`src/rtl/nn_fixed_pkg.sv`:
```
// Shared fixed-point definitions for the neuron datapath: default Q8.8 geometry,
// saturation limits and the MAC sequencing states.
package nn_fixed_pkg;

   localparam int NN_DATA_W    = 16;
   localparam int NN_FRAC_BITS = 8;

   localparam logic [NN_DATA_W-1:0] SAT_MAX = 16'h7FFF;
   localparam logic [NN_DATA_W-1:0] SAT_MIN = 16'h8000;

   typedef enum logic [1:0] {
      ACC   = 2'd0,
      DRAIN = 2'd1,
      HOLD  = 2'd2
   } mac_state_e;

endpackage

```
`src/rtl/fixed_mul_sat.sv`:
```
// Combinational signed fixed-point multiply: full-width product, arithmetic shift
// by FRAC_BITS (floor), then clamp to DATA_W with a saturation flag.
module fixed_mul_sat
   import nn_fixed_pkg::*;
#(
   parameter int DATA_W    = NN_DATA_W,
   parameter int FRAC_BITS = NN_FRAC_BITS
) (
   input  logic [DATA_W-1:0] a_i,
   input  logic [DATA_W-1:0] b_i,
   output logic [DATA_W-1:0] prod_o,
   output logic              sat_o
);

   localparam int PW = 2 * DATA_W;
   localparam logic signed [PW-1:0] MAX_W = {{(DATA_W+1){1'b0}}, {(DATA_W-1){1'b1}}};
   localparam logic signed [PW-1:0] MIN_W = {{(DATA_W+1){1'b1}}, {(DATA_W-1){1'b0}}};

   logic signed [PW-1:0] full_s;
   logic signed [PW-1:0] shr_s;

   // Sign-extend both operands so the product is exact in PW bits, then clamp.
   always_comb begin
      full_s = $signed({{DATA_W{a_i[DATA_W-1]}}, a_i}) * $signed({{DATA_W{b_i[DATA_W-1]}}, b_i});
      shr_s  = full_s >>> FRAC_BITS;
      if (shr_s > MAX_W) begin
         prod_o = MAX_W[DATA_W-1:0];
         sat_o  = 1'b1;
      end else if (shr_s < MIN_W) begin
         prod_o = MIN_W[DATA_W-1:0];
         sat_o  = 1'b1;
      end else begin
         prod_o = shr_s[DATA_W-1:0];
         sat_o  = 1'b0;
      end
   end

endmodule

```
`src/rtl/mac_accumulator.sv`:
```
// Sequential saturating multiply-accumulate for one neuron: bias-seeded vectors in,
// one clamped result per vector out. Optional macro MAC_ACCUMULATOR_RELU_EN clamps
// negative results to zero at output load.
module mac_accumulator
   import nn_fixed_pkg::*;
#(
   parameter int DATA_W    = NN_DATA_W,
   parameter int FRAC_BITS = NN_FRAC_BITS
) (
   input  logic              clk,
   input  logic              rst_n,
   input  logic              in_valid,
   output logic              in_ready,
   input  logic [DATA_W-1:0] in_act,
   input  logic [DATA_W-1:0] in_wgt,
   input  logic [DATA_W-1:0] in_bias,
   input  logic              in_last,
   output logic              out_valid,
   input  logic              out_ready,
   output logic [DATA_W-1:0] out_data,
   output logic              out_sat
);

   localparam int MSB = DATA_W - 1;
   localparam logic [DATA_W-1:0] MAX_C  = {1'b0, {(DATA_W-1){1'b1}}};
   localparam logic [DATA_W-1:0] MIN_C  = {1'b1, {(DATA_W-1){1'b0}}};
   localparam logic [DATA_W-1:0] ZERO_C = {DATA_W{1'b0}};

   mac_state_e        state_q, state_d;
   logic              in_ready_q, in_ready_d;
   logic              out_valid_q, out_valid_d;
   logic [DATA_W-1:0] out_data_q, out_data_d;
   logic              out_sat_q, out_sat_d;
   logic              mid_vec_q, mid_vec_d;
   logic              vec_sat_q, vec_sat_d;
   logic [DATA_W-1:0] acc_q, acc_d;

   logic              s1_valid_q, s1_first_q, s1_last_q, s1_sat_q;
   logic [DATA_W-1:0] s1_prod_q, s1_bias_q;

   logic              in_fire_s;
   logic [DATA_W-1:0] mul_prod_s;
   logic              mul_sat_s;
   logic [DATA_W-1:0] addend_s, sum_raw_s, sum_sat_s, result_s;
   logic              add_sat_s;

   assign in_fire_s = in_valid & in_ready_q;

   fixed_mul_sat #(
      .DATA_W    (DATA_W),
      .FRAC_BITS (FRAC_BITS)
   ) u_mul (
      .a_i    (in_act),
      .b_i    (in_wgt),
      .prod_o (mul_prod_s),
      .sat_o  (mul_sat_s)
   );

   // Stage 1: register the clamped product with its vector tags.
   always_ff @(posedge clk or negedge rst_n) begin
      if (!rst_n) begin
         s1_valid_q <= 1'b0;
         s1_first_q <= 1'b0;
         s1_last_q  <= 1'b0;
         s1_sat_q   <= 1'b0;
         s1_prod_q  <= ZERO_C;
         s1_bias_q  <= ZERO_C;
      end else begin
         s1_valid_q <= in_fire_s;
         if (in_fire_s) begin
            s1_first_q <= ~mid_vec_q;
            s1_last_q  <= in_last;
            s1_sat_q   <= mul_sat_s;
            s1_prod_q  <= mul_prod_s;
            s1_bias_q  <= mid_vec_q ? ZERO_C : in_bias;
         end
      end
   end

   // Stage 2: saturating add of the product onto the bias (first beat) or running sum.
   always_comb begin
      addend_s  = s1_first_q ? s1_bias_q : acc_q;
      sum_raw_s = addend_s + s1_prod_q;
      if (!addend_s[MSB] && !s1_prod_q[MSB] && sum_raw_s[MSB]) begin
         sum_sat_s = MAX_C;
         add_sat_s = 1'b1;
      end else if (addend_s[MSB] && s1_prod_q[MSB] && !sum_raw_s[MSB]) begin
         sum_sat_s = MIN_C;
         add_sat_s = 1'b1;
      end else begin
         sum_sat_s = sum_raw_s;
         add_sat_s = 1'b0;
      end
   end

`ifdef MAC_ACCUMULATOR_RELU_EN
   assign result_s = sum_sat_s[MSB] ? ZERO_C : sum_sat_s;
`else
   assign result_s = sum_sat_s;
`endif

   // Next-state and output-register logic for the ACC/DRAIN/HOLD sequencer.
   always_comb begin
      state_d     = state_q;
      out_valid_d = out_valid_q;
      out_data_d  = out_data_q;
      out_sat_d   = out_sat_q;
      mid_vec_d   = mid_vec_q;
      vec_sat_d   = vec_sat_q;
      acc_d       = acc_q;

      if (s1_valid_q) begin
         acc_d     = sum_sat_s;
         vec_sat_d = vec_sat_q | s1_sat_q | add_sat_s;
      end else begin
         acc_d     = acc_q;
         vec_sat_d = vec_sat_q;
      end

      if (in_fire_s) begin
         mid_vec_d = 1'b1;
      end else begin
         mid_vec_d = mid_vec_q;
      end

      case (state_q)
         ACC: begin
            if (in_fire_s && in_last) begin
               state_d = DRAIN;
            end else begin
               state_d = ACC;
            end
         end
         DRAIN: begin
            if (s1_valid_q && s1_last_q) begin
               state_d     = HOLD;
               out_valid_d = 1'b1;
               out_data_d  = result_s;
               out_sat_d   = vec_sat_d;
            end else begin
               state_d = DRAIN;
            end
         end
         HOLD: begin
            if (out_ready) begin
               state_d     = ACC;
               out_valid_d = 1'b0;
               mid_vec_d   = 1'b0;
               vec_sat_d   = 1'b0;
            end else begin
               state_d = HOLD;
            end
         end
         default: begin
            state_d     = ACC;
            out_valid_d = 1'b0;
            mid_vec_d   = 1'b0;
            vec_sat_d   = 1'b0;
         end
      endcase

      in_ready_d = (state_d == ACC);
   end

   // Control, accumulator and output registers.
   always_ff @(posedge clk or negedge rst_n) begin
      if (!rst_n) begin
         state_q     <= ACC;
         in_ready_q  <= 1'b0;
         out_valid_q <= 1'b0;
         out_data_q  <= ZERO_C;
         out_sat_q   <= 1'b0;
         mid_vec_q   <= 1'b0;
         vec_sat_q   <= 1'b0;
         acc_q       <= ZERO_C;
      end else begin
         state_q     <= state_d;
         in_ready_q  <= in_ready_d;
         out_valid_q <= out_valid_d;
         out_data_q  <= out_data_d;
         out_sat_q   <= out_sat_d;
         mid_vec_q   <= mid_vec_d;
         vec_sat_q   <= vec_sat_d;
         acc_q       <= acc_d;
      end
   end

   assign in_ready  = in_ready_q;
   assign out_valid = out_valid_q;
   assign out_data  = out_data_q;
   assign out_sat   = out_sat_q;

endmodule
```
`config.mk`:
```
export PLATFORM = sky130hd
export DESIGN_NAME = mac_accumulator
export DESIGN_NICKNAME = d
export VERILOG_FILES = /design/src/rtl/nn_fixed_pkg.sv /design/src/rtl/fixed_mul_sat.sv /design/src/rtl/mac_accumulator.sv
export SDC_FILE = /design/constraint.sdc
export NUM_CORES = 1
export LEC_CHECK = 0
export CORE_MARGIN = 10
export CORE_UTILIZATION = 60
export CTS_BUF_LIST = sky130_fd_sc_hd__clkbuf_2
export DETAILED_ROUTE_END_ITERATION = 10
export GPL_TIMING_DRIVEN = 0
export PLACE_DENSITY_LB_ADDON = 0.08
export SLEW_MARGIN = 20
export SYNTH_ARGS = -nofsm -noshare
export SYNTH_HDL_FRONTEND = slang
export SYNTH_SLANG_ARGS = --single-unit
```
`constraint.sdc`:
```
create_clock -name clk -period 6.9 [get_ports clk]
set_input_delay 1.035 -clock clk [delete_from_list [all_inputs] [get_ports clk]]
set_output_delay 1.035 -clock clk [all_outputs]
set_load 0.02 [all_outputs]
```
# [Yosys cells after proc, flatten, opt, wreduce, memory -nomap -nowiden]
# Cells that the tools add are included.
[classes] add_sub_neg=1 n_mul=1 div=0 order_cmp=2 eq_ne=4 shifts=0 n_mux=23 bitwise_logic=5 reduce_logical=14
[op_table] op="two-way mux 16 bit" count=6
[op_table] op="multiplier 16 x 16 -> 32 bit" count=1
[op_table] op="> comparator 24 x 16 -> 1 bit, second input constant" count=1
[op_table] op="< comparator 24 x 16 -> 1 bit, second input constant" count=1
[op_table] op="adder 16 bit" count=1
[op_table] op="two-way mux 1 bit" count=11
[op_table] op="logical AND 1 bit" count=6
[op_table] op="case mux 2 bit (3 select lines)" count=1
[op_table] op="zero test 2 bit" count=2
[op_table] op="two-way mux 2 bit" count=2
[op_table] op="!= test 2 bit, second input constant" count=2
[op_table] op="case mux 1 bit (2 select lines)" count=2
[op_table] op="zero test 1 bit" count=3
[op_table] op="case mux 1 bit (3 select lines)" count=1
[op_table] op="AND reduction 3 bit" count=1
[op_table] op="equality test 2 x 1 -> 1 bit, second input constant" count=1
[op_table] op="equality test 2 bit, second input constant" count=1
[op_table] op="NOT 1 bit" count=2
[op_table] op="OR 1 bit" count=2
[op_table] op="AND reduction 2 bit" count=1
[op_table] op="OR reduction 2 bit" count=1
[op_table] op="AND 1 bit" count=1
[word_totals] register_bits=75 latch_bits=0 mem_bits_rw=0 romBits=0 in_bits=53 elab_cells=64 mem_count=0

# [Longest topological paths before layout]
[logic_depth] depth_word=10 mapped_depth=26 depth_no_buf=24

# [Modules after synthesis]
# Synthesis repeated with hierarchy kept, for this count alone.
[unflattened] hier_cells=1492 hier_area_um2=13885.8
[by_module_without_submodules] module="fixed_mul_sat" n_inst=1 cells_per_inst=1109 area_per_inst_um2=10059.6 seq_area_each_um2=0.0
[by_module_without_submodules] module="mac_accumulator" n_inst=1 cells_per_inst=383 area_per_inst_um2=3826.2 seq_area_each_um2=1876.8

# [Least setup slack after synthesis]
# Ideal clock, no wire load.
[synth_path] path_kind="input port to flip-flop" from="in in_act[15]" to="reg s1_prod_q[0]" arrival_ns=7.317 setup_slack_ns=-0.497 cell_stages=24 path_buffers=3 cell_sequence="clkbuf_1 nand2_1 fa_1 inv_1 fa_1 inv_1 fa_1 fa_1 inv_1 fa_1 fa_1 ha_1 buf_6 a21o_1 a21o_1 a21o_1 a22o_1 a311oi_2 nand3_1 or4_1 a21oi_2 a2111oi_4 buf_6 o22ai_2"
[synth_via] elab_chain_cells=4 word_cells_on_any_way=5 cone_classes="mul: 1; order compare: 2; mux: 2"
[synth_lines] element="start: declaration" line="mac_accumulator.sv:14" rtl="input logic [DATA_W-1:0] in_act,"
[synth_lines] element="multiplier 16 x 16 -> 32 bit (*)" line="fixed_mul_sat.sv:24" rtl="full_s = $signed({{DATA_W{a_i[DATA_W-1]}}, a_i}) * $signed({{DATA_W{b_i[DATA_W-1]}}, b_i});"
[synth_lines] element="< comparator 24 x 16 -> 1 bit" line="fixed_mul_sat.sv:29" rtl="end else if (shr_s < MIN_W) begin"
[synth_lines] element="two-way mux 16 bit" line="fixed_mul_sat.sv:29"
[synth_lines] element="two-way mux 16 bit (*)" line="fixed_mul_sat.sv:26" rtl="if (shr_s > MAX_W) begin"
[synth_lines] element="end signal: assignment" line="mac_accumulator.sv:74" rtl="s1_prod_q <= mul_prod_s;"
[synth_lines] element="end: declaration" line="mac_accumulator.sv:39" rtl="logic [DATA_W-1:0] s1_prod_q, s1_bias_q;"
# Every way passes the cells marked *; elsewhere a longest branch is shown, timed or not.
# A chain may end at the register's enable or synchronous reset.

# [Worst setup path after layout]
[layout_path] from="in in_act[15]" to="reg s1_sat_q"
[layout_via] elab_chain_cells=4 word_cells_on_any_way=5 cone_classes="mul: 1; order compare: 2; mux: 2"
[layout_lines] element="multiplier 16 x 16 -> 32 bit (*)" line="fixed_mul_sat.sv:24"
[layout_lines] element="< comparator 24 x 16 -> 1 bit" line="fixed_mul_sat.sv:29"
[layout_lines] element="two-way mux 1 bit" line="fixed_mul_sat.sv:29"
[layout_lines] element="two-way mux 1 bit (*)" line="fixed_mul_sat.sv:26"
[layout_lines] element="end signal: assignment" line="mac_accumulator.sv:73" rtl="s1_sat_q <= mul_sat_s;"
[layout_lines] element="end: declaration" line="mac_accumulator.sv:38" rtl="logic s1_valid_q, s1_first_q, s1_last_q, s1_sat_q;"
# Marked as above.

==> impl_metrics.toml <==
[run_status]
status = "finished, violations left"
violations = "negative setup slack"

[worst_setup_path]
reg2reg_depth = 13
cp-start-kind = "input port"
cp_max_fo = 6
r2r-start = "s1_first_q"
ff2ff_setup_slack_ps = 2380
crit_arrival_ps = 7330
r2r_end = "out_data[10]"
required_ps = 7330
crit_type = "in2reg"
cp-end-kind = "register"

[synth]
syn_area_per_cell_um2 = 9.16
syn_area_mm2 = 0.0138
synth-edff-count = 0
synth_area_leaders = "fa_1 (38%), dfrtp_1 (14%), ha_1 (8.7%)"
synth.top_cell.area_share_pct = 38.0
async_flop_share_pct = 100
synthCells = 1506
synth_top_area_cell = "fa_1"
yosys_warnings = 0
ys.flop_type = "dfrtp_1"
ys_types = 63
ys_ff_latch = 75
yosysSeqAreaShare_pct = 13.6
syn_nets = 1917

[die]
die_x_um = 172
die_height_um = 172
fp.dieArea_mm2 = 0.0295
initial_core_util_pct = 60.9
fp-row-count = 55
ios = 72
core_mm2 = 0.0226

[timing]
final_hold_viol_count = 0
slew_headroom_pct = 35.4
worstMarginPinSlew_ps = 965
setup_violations = 1
drv_slew = 0
fmax_ghz = 0.145
fin_crit_ps = 6900
skew_ps = 21.1
fin_crit_sh_pct = 100
grt_setup_unrepaired = "yes"
finalWorstSetupSlack_ps = -1.46

[place]
port_buffers = 71
dp_hpwl_um = 28800
dp_slack_ps = -1890
gp_congestion = 0.936

[detailed_routing]
via_per_inst = 5.60
drc = 0
final_antenna_net_count = 0
dr_total_vias = 10800
wl_per_cell_um = 18.5
drtIter0Drc = 772
detail_route.first_pass.iterations = 5
wirelength_um = 35700

[clock_network]
path_clk_slew_ps = 210
clock_latency_ps = 530
clockBufferDepth = 2
clock_sinks = 75
h-tree-depth = 3
cts_buffers = 9
hold_buffers = 0
cts_tree = "done"
cts_root_buffer = "clkbuf_2"

[flow_run]
drv_cap = 0

[finish]
syn_to_final_growth_pct = 18.0
multi_input_area_mm2 = 0.0111
final_net_count = 2052
utilization_pct = 71.9
drive_gt1_share_pct = 16.4
most-common-layout-cells = "inv_1 (298), fa_1 (246), nand2_1 (190), and2_1 (115), ha_1 (78)"
mostFrequentLayoutCell = "inv_1"
fillers = 1758
seq_area_mm2 = 0.00188

[grt]
grt_max_degree = 58
grt_usage_pct = 25.8
grt_pass1_vias = 11700
antenna_found_initial = 1
grt_pass1_wl_um = 59000
grt_overflow = 0

[min_path]
hp-class = "in2async"
[flip-flops by register name, indices dropped and copies added, names as in the netlist]
register and count:
s1_first_q 1, out_valid 1, out_sat 1, s1_prod_q 16, state_q 2, vec_sat_q 1
s1_sat_q 1, out_data 16, s1_valid_q 1, acc_q 16, s1_bias_q 16, mid_vec_q 1
s1_last_q 1, in_ready 1
[metal layers]
| metal | share of wire, % | GRT usage [%] | up-vias |
|---|---|---|---|
| met5 | 0 | 0 | - |
| met4 | 3.7 | 7.98 | 0 |
| met3 | 5.8 | 4.47 | 73 |
| met2 | 50 | 43.6 | 326 |
| met1 | 41 | 33.1 | 5519 |
| li1 | - | - | 4893 |
[how the worst max path moves through the flow]
stage | from | to | slack (ps) | cells past startpoint
after floorplan | in_wgt[3] | s1_prod_q[0] | -40 | 22
after CTS | in_wgt[14] | s1_sat_q | 0.05 | 23
after global placement | in_wgt[7] | s1_prod_q[2] | -1810 | 25
final | in_act[15] | s1_sat_q | -1 | 26
after detailed placement | in_wgt[7] | s1_prod_q[1] | -1890 | 25
after global routing | in_act[15] | s1_sat_q | -140 | 26
[cell type report]
cell class | instances | area share [%]
timing repair buffer | 126 | 6.98
multi-input combinational | 1066 | 68.1
tap | 285 | 2.19
inverter | 310 | 7.17
buffer | 53 | 3.34
sequential | 75 | 11.5
antenna | 1 | 0.0154
clock buffer | 10 | 0.308
clock inverter | 5 | 0.338
[repair_timing]
| action | CTS | global route |
|---|---|---|
| gates resized for setup | 247 | 105 |
| endpoints found under the setup margin | 17 | 16 |
| pin swaps | 45 | 52 |
| setup buffers | 39 | 15 |
| hold endpoints to repair | 0 | 0 |
| gates cloned | 1 | 0 |
[cell usage after synthesis, types with 3 or more instances]
cell and instances:
nand2b_1 10, o22ai_2 10, dfrtp_1 75, nand3_1 7, nand2_1 197, ha_1 96, o22ai_1 9, nor2_1 76
nor3_1 9, a211oi_1 5, nand3b_1 17, buf_6 3, fa_1 262, xor2_1 9, or3_1 7, nor2b_1 7
a31oi_1 4, a21oi_1 43, o31a_1 3, o21bai_1 3, xnor2_1 34, clkbuf_1 50, a2111oi_0 3, o21ai_0 48
o21a_1 14, o22a_1 5, nand4_1 7, and2_1 119, mux2_2 12, a21o_1 9, inv_1 310
[stage by stage]
stage                     hold WS [ps]  setup TNS (ps)  instance area [um^2]  instances
after CTS                          328               0                 15900       1916
after global routing               295           -1500                 16300       1931
after detailed placement           456          -30490                 15100       1863
after global placement             455          -29160                 15100       1862
after floorplan                    433            -417                 14000       1506
final                              342           -1.46                 16300       1931
[logic make-up (layout without fill, tap and decap cells)]
group / after synthesis / in the layout / synth area share (%)
buffers and inverters: 365 / 504 / 10.1
AND/OR/NAND/NOR: 472 / 472 / 16.7
flip-flops: 75 / 75 / 13.6
other: 0 / 1 / 0
multiplexers: 13 / 13 / 1.05
adder cells (fa/ha/maj): 358 / 358 / 46.7
XOR/XNOR: 43 / 43 / 2.73
AO/OA/AOI/OAI: 180 / 180 / 9.08
[critical path, cell delays in order]
cell and delay [ps]:
buf_12 90, clkbuf_16 150, nand2_4 50, fa_1 550, inv_2 60, buf_4 130
buf_4 150, fa_1 560, fa_1 460, fa_1 510, fa_1 510, inv_1 60
fa_1 470, inv_1 60, ha_4 290, nand4_1 170, nor2_2 210, o311ai_2 130
buf_4 190, a21boi_4 190, xnor2_2 110, or4_4 550, a21oi_4 180, a2111oi_4 80
buf_4 190, o22a_1 150
Power is not shown: default switching activity piles up to over one toggle a cycle in this logic, so the estimate is an artifact.
